`config.mk`:
```
export PLATFORM = sky130hd
export DESIGN_NAME = wr_tai_time_counter
export DESIGN_NICKNAME = d
export VERILOG_FILES = /design/src/rtl/wr_tai_time_counter.sv
export SDC_FILE = /design/constraint.sdc
export NUM_CORES = 1
export LEC_CHECK = 0
export CORE_MARGIN = 5
export CORE_UTILIZATION = 49
export DETAILED_ROUTE_END_ITERATION = 7
export GPL_TIMING_DRIVEN = 0
export PLACE_DENSITY = 0.86
export SLEW_MARGIN = 20
export SYNTH_ARGS = -nofsm -noshare
export SYNTH_HDL_FRONTEND = slang
export SYNTH_SLANG_ARGS = --single-unit
```
`constraint.sdc`:
```
create_clock -name i_clk_sys -period 4.3 [get_ports i_clk_sys]
set_input_delay 0.645 -clock i_clk_sys [delete_from_list [all_inputs] [get_ports i_clk_sys]]
set_output_delay 0.645 -clock i_clk_sys [all_outputs]
set_load 0.01 [all_outputs]
```
`src/rtl/wr_tai_time_counter.sv`:
```
// White Rabbit local time base: TAI seconds plus cycle/ns sub-second counters, with time set,
// bounded slew adjustment and PPS output. Define WR_PPS_MEAS_EN to add pps_in phase measurement.
module wr_tai_time_counter #(
   parameter int CYC_PER_SEC  = 125_000_000,
   parameter int NS_PER_CYC   = 8,
   parameter int TAI_W        = 40,
   parameter int CYC_W        = 28,
   parameter int ADJ_W        = 16,
   parameter int PPS_HIGH_CYC = 12_500_000
) (
   input  logic                    i_clk_sys,
   input  logic                    i_rst,
   input  logic                    i_set_valid,
   input  logic [TAI_W-1:0]        i_set_tai,
   input  logic [CYC_W-1:0]        i_set_cycles,
   output logic                    o_set_err,
   input  logic                    i_adj_valid,
   input  logic signed [ADJ_W-1:0] i_adj_cycles,
   output logic                    o_adj_ready,
   input  logic                    i_pps_in,
   output logic [TAI_W-1:0]        o_tm_tai,
   output logic [CYC_W-1:0]        o_tm_cycles,
   output logic [31:0]             o_tm_nsec,
   output logic                    o_tm_valid,
   output logic                    o_pps_out,
   output logic                    o_pps_p1,
   output logic signed [CYC_W:0]   o_pps_err,
   output logic                    o_pps_err_valid
);

   localparam logic [CYC_W-1:0] LP_CYC_SEC   = CYC_W'(CYC_PER_SEC);
   localparam logic [CYC_W-1:0] LP_CYC_LAST  = CYC_W'(CYC_PER_SEC - 1);
   localparam logic [CYC_W-1:0] LP_CYC_LAST2 = CYC_W'(CYC_PER_SEC - 2);
   localparam logic [CYC_W-1:0] LP_PPS_HIGH  = CYC_W'(PPS_HIGH_CYC);
   localparam logic [31:0]      LP_NS        = 32'(NS_PER_CYC);
   localparam logic [31:0]      LP_NS2       = 32'(2 * NS_PER_CYC);
   localparam logic [ADJ_W-2:0] LP_REM_MAX   = '1;

   typedef enum logic [1:0] {ST_IDLE, ST_SLEW_FWD, ST_SLEW_BACK} state_t;

   state_t           r_state, w_state_nxt;
   logic [ADJ_W-2:0] r_rem, w_rem_nxt;

   logic [TAI_W-1:0] r_tai, w_tai_nxt;
   logic [CYC_W-1:0] r_cyc, w_cyc_nxt;
   logic [31:0]      r_nsec, w_nsec_nxt;
   logic             r_valid, r_pps_out, r_pps_p1, r_set_err;
   logic             w_wrap;

   logic             w_set_ok, w_set_load, w_set_bad, w_adj_acc;
   logic [ADJ_W-1:0] w_adj_neg;
   logic [ADJ_W-2:0] w_adj_mag;
   logic [31:0]      w_set_nsec;

   assign w_set_ok   = i_set_cycles < LP_CYC_SEC;
   assign w_set_load = i_set_valid & w_set_ok;
   assign w_set_bad  = i_set_valid & ~w_set_ok;
   assign w_set_nsec = 32'(i_set_cycles) * LP_NS;

   // A set in the same cycle always wins; zero-length slews are not accepted.
   assign w_adj_acc = i_adj_valid & (r_state == ST_IDLE) & ~i_set_valid & (i_adj_cycles != '0);

   // Most-negative request has no positive counterpart in ADJ_W-1 bits, so it saturates.
   assign w_adj_neg = ADJ_W'(-i_adj_cycles);
   always_comb begin
      w_adj_mag = i_adj_cycles[ADJ_W-2:0];
      if (i_adj_cycles[ADJ_W-1]) begin
         w_adj_mag = w_adj_neg[ADJ_W-1] ? LP_REM_MAX : w_adj_neg[ADJ_W-2:0];
      end
   end

   always_comb begin
      w_state_nxt = r_state;
      w_rem_nxt   = r_rem;
      case (r_state)
         ST_IDLE: begin
            if (w_adj_acc) begin
               w_state_nxt = i_adj_cycles[ADJ_W-1] ? ST_SLEW_BACK : ST_SLEW_FWD;
               w_rem_nxt   = w_adj_mag;
            end
         end
         ST_SLEW_FWD, ST_SLEW_BACK: begin
            w_rem_nxt = r_rem - 1'b1;
            if (r_rem <= ADJ_W'(1)) begin
               w_state_nxt = ST_IDLE;
               w_rem_nxt   = '0;
            end
         end
         default: begin
            w_state_nxt = ST_IDLE;
            w_rem_nxt   = '0;
         end
      endcase
      if (w_set_load) begin
         w_state_nxt = ST_IDLE;
         w_rem_nxt   = '0;
      end
   end

   always_comb begin
      w_tai_nxt  = r_tai;
      w_cyc_nxt  = r_cyc;
      w_nsec_nxt = r_nsec;
      w_wrap     = 1'b0;
      if (r_state == ST_SLEW_BACK) begin
         w_cyc_nxt = r_cyc;
      end else if (r_state == ST_SLEW_FWD) begin
         if (r_cyc == LP_CYC_LAST2) begin
            w_cyc_nxt  = '0;
            w_nsec_nxt = '0;
            w_wrap     = 1'b1;
         end else if (r_cyc == LP_CYC_LAST) begin
            w_cyc_nxt  = CYC_W'(1);
            w_nsec_nxt = LP_NS;
            w_wrap     = 1'b1;
         end else begin
            w_cyc_nxt  = r_cyc + CYC_W'(2);
            w_nsec_nxt = r_nsec + LP_NS2;
         end
      end else begin
         if (r_cyc == LP_CYC_LAST) begin
            w_cyc_nxt  = '0;
            w_nsec_nxt = '0;
            w_wrap     = 1'b1;
         end else begin
            w_cyc_nxt  = r_cyc + CYC_W'(1);
            w_nsec_nxt = r_nsec + LP_NS;
         end
      end
      if (w_wrap) w_tai_nxt = r_tai + TAI_W'(1);
      if (w_set_load) begin
         w_tai_nxt  = i_set_tai;
         w_cyc_nxt  = i_set_cycles;
         w_nsec_nxt = w_set_nsec;
         w_wrap     = 1'b0;
      end
   end

   always_ff @(posedge i_clk_sys) begin
      if (i_rst) begin
         r_state   <= ST_IDLE;
         r_rem     <= '0;
         r_tai     <= '0;
         r_cyc     <= '0;
         r_nsec    <= '0;
         r_valid   <= 1'b0;
         r_pps_out <= 1'b0;
         r_pps_p1  <= 1'b0;
         r_set_err <= 1'b0;
      end else begin
         r_state   <= w_state_nxt;
         r_rem     <= w_rem_nxt;
         r_tai     <= w_tai_nxt;
         r_cyc     <= w_cyc_nxt;
         r_nsec    <= w_nsec_nxt;
         r_valid   <= r_valid | w_set_load;
         r_pps_out <= (r_valid | w_set_load) & (w_cyc_nxt < LP_PPS_HIGH);
         r_pps_p1  <= w_wrap;
         r_set_err <= w_set_bad;
      end
   end

   assign o_tm_tai    = r_tai;
   assign o_tm_cycles = r_cyc;
   assign o_tm_nsec   = r_nsec;
   assign o_tm_valid  = r_valid;
   assign o_pps_out   = r_pps_out;
   assign o_pps_p1    = r_pps_p1;
   assign o_set_err   = r_set_err;
   assign o_adj_ready = (r_state == ST_IDLE);

`ifdef WR_PPS_MEAS_EN
   localparam logic [CYC_W-1:0] LP_CYC_HALF = CYC_W'(CYC_PER_SEC / 2);
   localparam logic [CYC_W:0]   LP_CYC_FULL = (CYC_W+1)'(CYC_PER_SEC);

   logic [2:0]            r_pps_sync;
   logic [1:0][CYC_W-1:0] r_cyc_pipe;
   logic [1:0]            r_vld_pipe;
   logic signed [CYC_W:0] r_pps_err;
   logic                  r_pps_err_valid;
   logic [CYC_W:0]        w_err;

   // Time snapshot travels alongside the synchroniser so the error refers to the sampling edge.
   assign w_err = (r_cyc_pipe[1] < LP_CYC_HALF) ? {1'b0, r_cyc_pipe[1]}
                                                : {1'b0, r_cyc_pipe[1]} - LP_CYC_FULL;

   always_ff @(posedge i_clk_sys) begin
      if (i_rst) begin
         r_pps_sync      <= '0;
         r_cyc_pipe      <= '0;
         r_vld_pipe      <= '0;
         r_pps_err       <= '0;
         r_pps_err_valid <= 1'b0;
      end else begin
         r_pps_sync      <= {r_pps_sync[1:0], i_pps_in};
         r_cyc_pipe      <= {r_cyc_pipe[0], r_cyc};
         r_vld_pipe      <= {r_vld_pipe[0], r_valid};
         r_pps_err_valid <= 1'b0;
         if (r_pps_sync[1] & ~r_pps_sync[2] & r_vld_pipe[1]) begin
            r_pps_err       <= w_err;
            r_pps_err_valid <= 1'b1;
         end
      end
   end

   assign o_pps_err       = r_pps_err;
   assign o_pps_err_valid = r_pps_err_valid;
`else
   logic w_unused_pps_in;
   assign w_unused_pps_in = i_pps_in;
   assign o_pps_err       = '0;
   assign o_pps_err_valid = 1'b0;
`endif

endmodule

```
==> out/metrics.cfg, run 1 <==
[drt]
drtAntennaViolNets = 0
routed_wl_um = 33550
vias = 10120
firstDrtPassIters = 6
viasPerCell = 6.276
wire_per_inst_um = 20.81
drt_iter0_drc = 1600
drcViolationCount = 0

[timing]
maxSlewHeadroom_pct = 13.42
setup_slack_ps = 70.34
final.setup_skew_ps = 6.742
hold_viol = 0
tightest_slew_ps = 1290
rsz0062_at_grt = false
holdWs_ps = 466.6
fin_crit_sh_pct = 98.36
slew_viol_final = 0
finalSetupViolCount = 0
post-route-min-period_ps = 4230
max_freq_mhz = 236.4

[global_routing]
grt_start_max_net_pins = 17
antenna_found_initial = 0
grt_pass1_wl_um = 52010
grt_usage_pct = 33.04
grt_pass1_vias = 9439
grt-ovfl-total = 0

[critical_path]
end_kind = flip-flop
path_max_fanout = 10
crit_family = compound AO/OA/AOI/OAI gates
critical_path_buf_inv_count = 2
r2r_setup_slack_ps = 70
crit_path_max_incr_delay_ps = 1040
startpoint_type = flip-flop
crit_type = flip-flop to flip-flop
cp.required_ps = 4630
crit_top_cell = a31oi_1
crit_arrival_ps = 4560
r2r_cells = 12
timing.rr.end = o_pps_out$_SDFF_PP0_
slowest_stage = o21ai_1
path_cells = clkbuf_1, inv_1, ha_1, o211a_1, nand4_1, o21ai_1, o21ai_0, o32ai_1, nor2_1, a31oi_1, o31ai_1, a31oi_1
reg2reg_from = o_tm_cycles[0]$_SDFFE_PP0P_

[power]
p_sw_mw = 1.193
p_per_area_mw_per_mm2 = 333.6
intPower_mw = 2.518
p_seq_share_pct = 35.3
p_leak_nw = 3.831
clock_power_share_pct = 39.8
peakVddDrop_uv = 296.5
switching_share_pct = 32.15
p_comb_share_pct = 24.9

[min_path]
hp-class = flip-flop to flip-flop
min_from = o_tm_nsec[0]$_SDFFE_PP0N_
holdPathEnd = o_tm_nsec[0]$_SDFFE_PP0N_
whs_path_depth = 1

[final_layout]
post-route-cell-area_sq_mm = 0.01112
final_common_cell = clkdlybuf4s50_1
drive_gt1_share_pct = 5.747
fin_cells = 1612
layout_common_cells = 191 x clkdlybuf4s50_1, 162 x nor2_1, 121 x dfxtp_1, 109 x nand2_1, 81 x o21ai_0
syn_to_final_growth_pct = 35.56
antenna_cells = 0
nNetsFinal = 1482
n_fill_cell = 1455

[synth]
synth-main-ff-cell = dfxtp_1
synth_seq_cells = 121
yosysSeqAreaShare_pct = 29.53
synth_edf_count = 0
syn-mean-instance-area_sq_um = 7.197
yosys_warnings = 0
synth_cell_types = 70
netlist_instances = 1140
async_flop_share_pct = 0
syn_area_sq_mm = 0.008204

[clocking]
ctsHoldBuffers = 0
htreeDepth = 4
clk_pin_slew_worst_paths_ps = 60
cts_resized = 0
cts.sinks = 121
cts_tree = done
cts_made_buffers = 17
clk_latency_ps = 430
clockRootBuffer = clkbuf_16
cts_max_path_buffers = 2
cts_setup_buffers = 0

[die]
std_cell_rows = 47
die_y_um = 139.4
die_w_um = 139.4
die-area_sq_mm = 0.01943
ioPinCount = 224
initial_core_util_pct = 49.65
coreArea_sq_mm = 0.01652

[placement]
dp_cells = 1581
globalplace.congestion = 0.9924
numPortBuffers = 191
dpl_worst_slack_ps = -53.68
place_area_sq_mm = 0.01052
hpwl_um = 24880

[job]
cap_violations = 0

[outcome]
status = complete, no violations

[cell type report]
class / instances / area, sq um / share of cell area [%]
Sequential cell: 121 / 2422 / 21.78
Clock buffer: 19 / 442.9 / 3.982
Multi-Input combinational cell: 927 / 5341 / 48.03
Tap cell: 220 / 275.3 / 2.475
Inverter: 26 / 97.59 / 0.8775
Buffer: 95 / 474.2 / 4.264
Timing Repair Buffer: 192 / 1917 / 17.23
Clock inverter: 12 / 151.4 / 1.361
[cell usage after synthesis (14+ instances only)]
cell type | number | area share (%)
nor2_1 | 162 | 7.4
dfxtp_1 | 121 | 30
nand2_1 | 109 | 5.0
o21ai_0 | 81 | 4.9
a21oi_1 | 77 | 4.7
clkbuf_1 | 56 | 2.6
nand3_1 | 47 | 2.9
nor3_1 | 40 | 2.4
a211oi_1 | 34 | 3.1
buf_4 | 31 | 2.8
a31oi_1 | 27 | 2.1
nand4_1 | 27 | 2.1
inv_1 | 26 | 1.2
xnor2_1 | 24 | 2.6
nor4_1 | 21 | 1.6
or3_1 | 19 | 1.4
xor2_1 | 16 | 1.7
a311oi_1 | 14 | 1.5
o31ai_1 | 14 | 1.3
[logic make-up after synthesis]
logic type / Yosys count / synth area share, %
other: 1 / 0.04571
XOR/XNOR: 40 / 4.270
AND/OR/NAND/NOR: 504 / 30.21
AO/OA/AOI/OAI: 336 / 26.51
multiplexers: 4 / 0.4880
flip-flops: 121 / 29.53
adder cells (fa/ha/maj): 13 / 1.983
buffers and inverters: 121 / 6.970
[per-layer routing]
layer  GRT usage (%)  share of wire, %  up-vias
met5               0                 0        -
met4           11.89               3.1        0
met3           8.954                13       89
met2           52.14                45      741
met1           43.48                39     4642
li1                -                 -     4645
[metrics by stage]
step	utilization, %	power, mW	TNS (ps)
2_1_floorplan	-	1.804	0
3_3_place_gp	63.54	2.210	-285.5
3_5_place_dp	63.69	2.220	-135.7
4_1_cts	67.28	3.683	0
5_1_grt	67.31	3.848	0
6_report	67.31	3.710	0
[sequential cells by signal, indices dropped and copies added, names as in the netlist]
name         cells
o_tm_tai        40
o_tm_valid       1
o_pps_out        1
o_tm_cycles     28
o_set_err        1
r_state          2
o_pps_p1         1
r_rem           15
o_tm_nsec       32
[power groups by stage]
stage / Sequential (mW) / Combinational, mW / Clock, mW
after floorplan: 1.33 / 0.474 / 0
after global placement: 1.33 / 0.885 / 0
after detailed placement: 1.33 / 0.893 / 0
after CTS: 1.30 / 0.902 / 1.48
after global routing: 1.32 / 0.992 / 1.54
final: 1.31 / 0.924 / 1.48
[worst register-to-register path, delay by kind of cell (launching register included)]
| family | cells | cell delay, ps |
|---|---|---|
| AOI/OAI and AO/OA | 7 | 2670 |
| DFF | 1 | 330 |
| and+or+nand+nor | 2 | 230 |
| buffers and inverters | 2 | 570 |
| adders and majority gates | 1 | 330 |
[worst max path at each step]
stage,to,slack [ps],cells past startpoint,start
floorplan,r_rem[11]$_SDFFE_PP0P_,1040,11,i_adj_cycles[0]
global placement,o_pps_out$_SDFF_PP0_,-190,12,o_tm_cycles[0]$_SDFFE_PP0P_
detailed placement,o_tm_cycles[21]$_SDFF_PP0_,-50,10,i_set_cycles[15]
CTS,o_tm_nsec[24]$_SDFFE_PP0P_,350,10,i_set_cycles[15]
global route,o_pps_out$_SDFF_PP0_,50,11,o_tm_cycles[0]$_SDFFE_PP0P_
finish,o_pps_out$_SDFF_PP0_,70,12,o_tm_cycles[0]$_SDFFE_PP0P_
Power figures use the tool's default switching activity.
==> run 2: changes to the inputs <==
REMOVE_ABC_BUFFERS = 1   (was default)
==> run 2 against run 1 <==
Effect of this change:
- combinational power shrank 9.1%
- clock-buffer cell count is 1 lower
- sequential cell count stayed put
- sequential share of layout area is 0.58 points higher
- critical path depth decreased by 4
- hold slack worse by 8.6 ps
- register-to-register slack improved by 290 ps
- critical path type is now input pin to flip-flop
- highest routed layer unchanged
==> out/metrics.cfg, run 2 (same netlist as run 1, synthesis figures left out) <==
[outcome]
status = complete, no violations

[clocking]
clk_pin_slew_worst_paths_ps = 60  ; about the same
clk_latency_ps = 420  ; about the same
cts_max_path_buffers = 2  ; unchanged
cts.sinks = 121  ; unchanged
cts_resized = 0  ; unchanged
htreeDepth = 4  ; unchanged
clockRootBuffer = clkbuf_16
cts_made_buffers = 17  ; unchanged
cts_tree = done
cts_setup_buffers = 0  ; unchanged
ctsHoldBuffers = 0  ; unchanged

[die]
coreArea_sq_mm = 0.01652  ; unchanged
die_w_um = 139.4  ; unchanged
die-area_sq_mm = 0.01943  ; unchanged
die_y_um = 139.4  ; unchanged
initial_core_util_pct = 49.65  ; unchanged
ioPinCount = 224  ; unchanged
std_cell_rows = 47  ; unchanged

[critical_path]
reg2reg_from = o_tm_cycles[22]$_SDFF_PP0_
crit_type = input pin to flip-flop
crit_cells = 8  ; -4
slowest_stage = o311ai_0
critical_path.endpoint = o_tm_nsec[2]$_SDFFE_PP0N_
critical_path_buf_inv_count = 2  ; unchanged
path_cells = clkdlybuf4s50_1, nand4b_1, o311ai_0, a21o_4, buf_16, nand2b_1, nor2_1, and2_1
crit_arrival_ps = 4390  ; -170 ps
cp.required_ps = 4660  ; +30 ps
crit_family = simple AND/OR/NAND/NOR gates
timing.rr.end = o_pps_out$_SDFF_PP0_
r2r_setup_slack_ps = 360  ; +290 ps
path_max_fanout = 73  ; +63
crit_start = i_set_cycles[24]
startpoint_type = input pin
end_kind = flip-flop
r2r_cells = 9  ; -3
crit_path_max_incr_delay_ps = 810  ; -230 ps

[drt]
firstDrtPassIters = 6  ; unchanged
drt_iter0_drc = 1186  ; -26%
drcViolationCount = 0  ; unchanged
viasPerCell = 6.280  ; about the same
wire_per_inst_um = 18.70  ; -10%
drtAntennaViolNets = 0  ; unchanged
vias = 9571  ; -5.4%
routed_wl_um = 28500  ; -15%

[final_layout]
syn_to_final_growth_pct = 32.07
layout_common_cells = 191 x clkdlybuf4s50_1, 162 x nor2_1, 121 x dfxtp_1, 109 x nand2_1, 81 x o21ai_0
largest_reg_flops = 40  ; unchanged
fin_util_pct = 65.57  ; -1.7 points
antenna_cells = 0  ; unchanged
final_common_cell = clkdlybuf4s50_1
drive_gt1_share_pct = 4.755  ; -0.99 points
nNetsFinal = 1393  ; -6.0%

[power]
p_per_area_mw_per_mm2 = 338.2  ; +1.4%
p_comb_share_pct = 22.9  ; -2.0 points
switching_share_pct = 31.54  ; -0.60 points
totalPowerFinal_mw = 3.664  ; -1.2%
p_leak_nw = 3.658  ; -4.5%
p_sw_mw = 1.156  ; -3.1%
peakVddDrop_uv = 294.8  ; -0.59%
clock_power_share_pct = 40.9  ; +1.1 points
p_seq_share_pct = 36.1  ; +0.8 points
intPower_mw = 2.508  ; -0.37%

[timing]
rsz0062_at_grt = false
max_freq_mhz = 248.4  ; +5.1%
hold_viol = 0  ; unchanged
final.setup_skew_ps = 10.68  ; +3.937 ps
post-route-min-period_ps = 4026  ; -203.8 ps
slew_viol_final = 0  ; unchanged
maxSlewHeadroom_pct = 18.74  ; +5.3 points
tightest_slew_ps = 1212  ; -78.56 ps
finalSetupViolCount = 0  ; unchanged
fin_crit_sh_pct = 93.62  ; -4.7 points

[job]
cap_violations = 0  ; unchanged

[min_path]
min_from = o_tm_nsec[1]$_SDFFE_PP0N_
whs_path_depth = 1  ; unchanged
hp-class = flip-flop to flip-flop

[global_routing]
grt_start_max_net_pins = 74  ; +57
antenna_found_initial = 0  ; unchanged
grt-ovfl-total = 0  ; unchanged
grt_pass1_wl_um = 44950  ; -14%
grt_pass1_vias = 8529  ; -9.6%
grt_usage_pct = 27.88  ; -5.2 points

[placement]
globalplace.congestion = 1.004  ; +1.2%
hpwl_um = 20440  ; -18%
numPortBuffers = 192  ; +0.52%

run 2: changes by cell type in the layout (fill, tap and decap cells not counted), moves of 3 or more:
| cell | previous run | this run |
|---|---|---|
| buf_1 | 7 | 0 |
| buf_16 | 0 | 3 |
| buf_4 | 31 | 2 |
| clkbuf_1 | 57 | 0 |
| clkinv_4 | 1 | 6 |
run 2: worst reg2reg max path: stages, from the launching register on:
cell and delay [ps]:
dfxtp_1 460, nand3_1 230, or4_1 750, o21ai_2 810, a21oi_1 100, nor4b_1 320
o31ai_1 210, nor4_1 580, o31ai_1 180, a31oi_1 220
run 2: power groups by stage:
stage	registers (mW)	logic, mW	clock network (mW)
floorplan	1.34	0.418	0
global placement	1.34	0.799	0
detailed placement	1.34	0.816	0
CTS	1.32	0.823	1.50
global route	1.34	0.908	1.57
finish	1.32	0.840	1.50
run 2: worst min-delay path by stage:
stage / to
3_5_place_dp: o_tm_nsec[1]$_SDFFE_PP0N_
5_1_grt: o_tm_nsec[1]$_SDFFE_PP0N_
6_report: o_tm_nsec[1]$_SDFFE_PP0N_
2_1_floorplan: r_rem[14]$_SDFFE_PP0P_
4_1_cts: o_tm_nsec[1]$_SDFFE_PP0N_
3_3_place_gp: o_tm_nsec[0]$_SDFFE_PP0N_
run 2: layout make-up:
type / instances / area (sq um)
inverter: 26 / 97.59
tap: 220 / 275.3
fill: 1401 / 5689
clock buffer: 18 / 439.2
timing repair buffer: 198 / 2041
multi-input combinational: 927 / 5385
clock inverter: 14 / 175.2
sequential: 121 / 2422
run 2: per-layer routing:
layer / GRT usage [%] / wire (um)
met5: 0 / 0
met4: 9.990 / 764
met3: 8.508 / 3545
met2: 42.49 / 12370
met1: 37.39 / 11820
run 2: through the flow:
| step | instances | setup WS [ps] | setup TNS, ps | hold slack, ps | instance area, sq um |
|---|---|---|---|---|---|
| after floorplan | 1074 | -317.2 | -4407 | 444.0 | 7839 |
| after global placement | 1486 | -2854 | -178020 | 443.7 | 10040 |
| after detailed placement | 1492 | -152.0 | -1502 | 444.6 | 10210 |
| after CTS | 1524 | 213.8 | 0 | 461.2 | 10820 |
| after global routing | 1524 | 56.86 | 0 | 475.5 | 10840 |
| final | 1524 | 274.1 | 0 | 458.0 | 10840 |
==> run 3: changes to the inputs <==
REMOVE_ABC_BUFFERS = default   (was 1)
SKIP_LAST_GASP = 1   (was default)
==> results of run 3 <==
No change in the layout: final DEF, timing and power equal those of run 1.
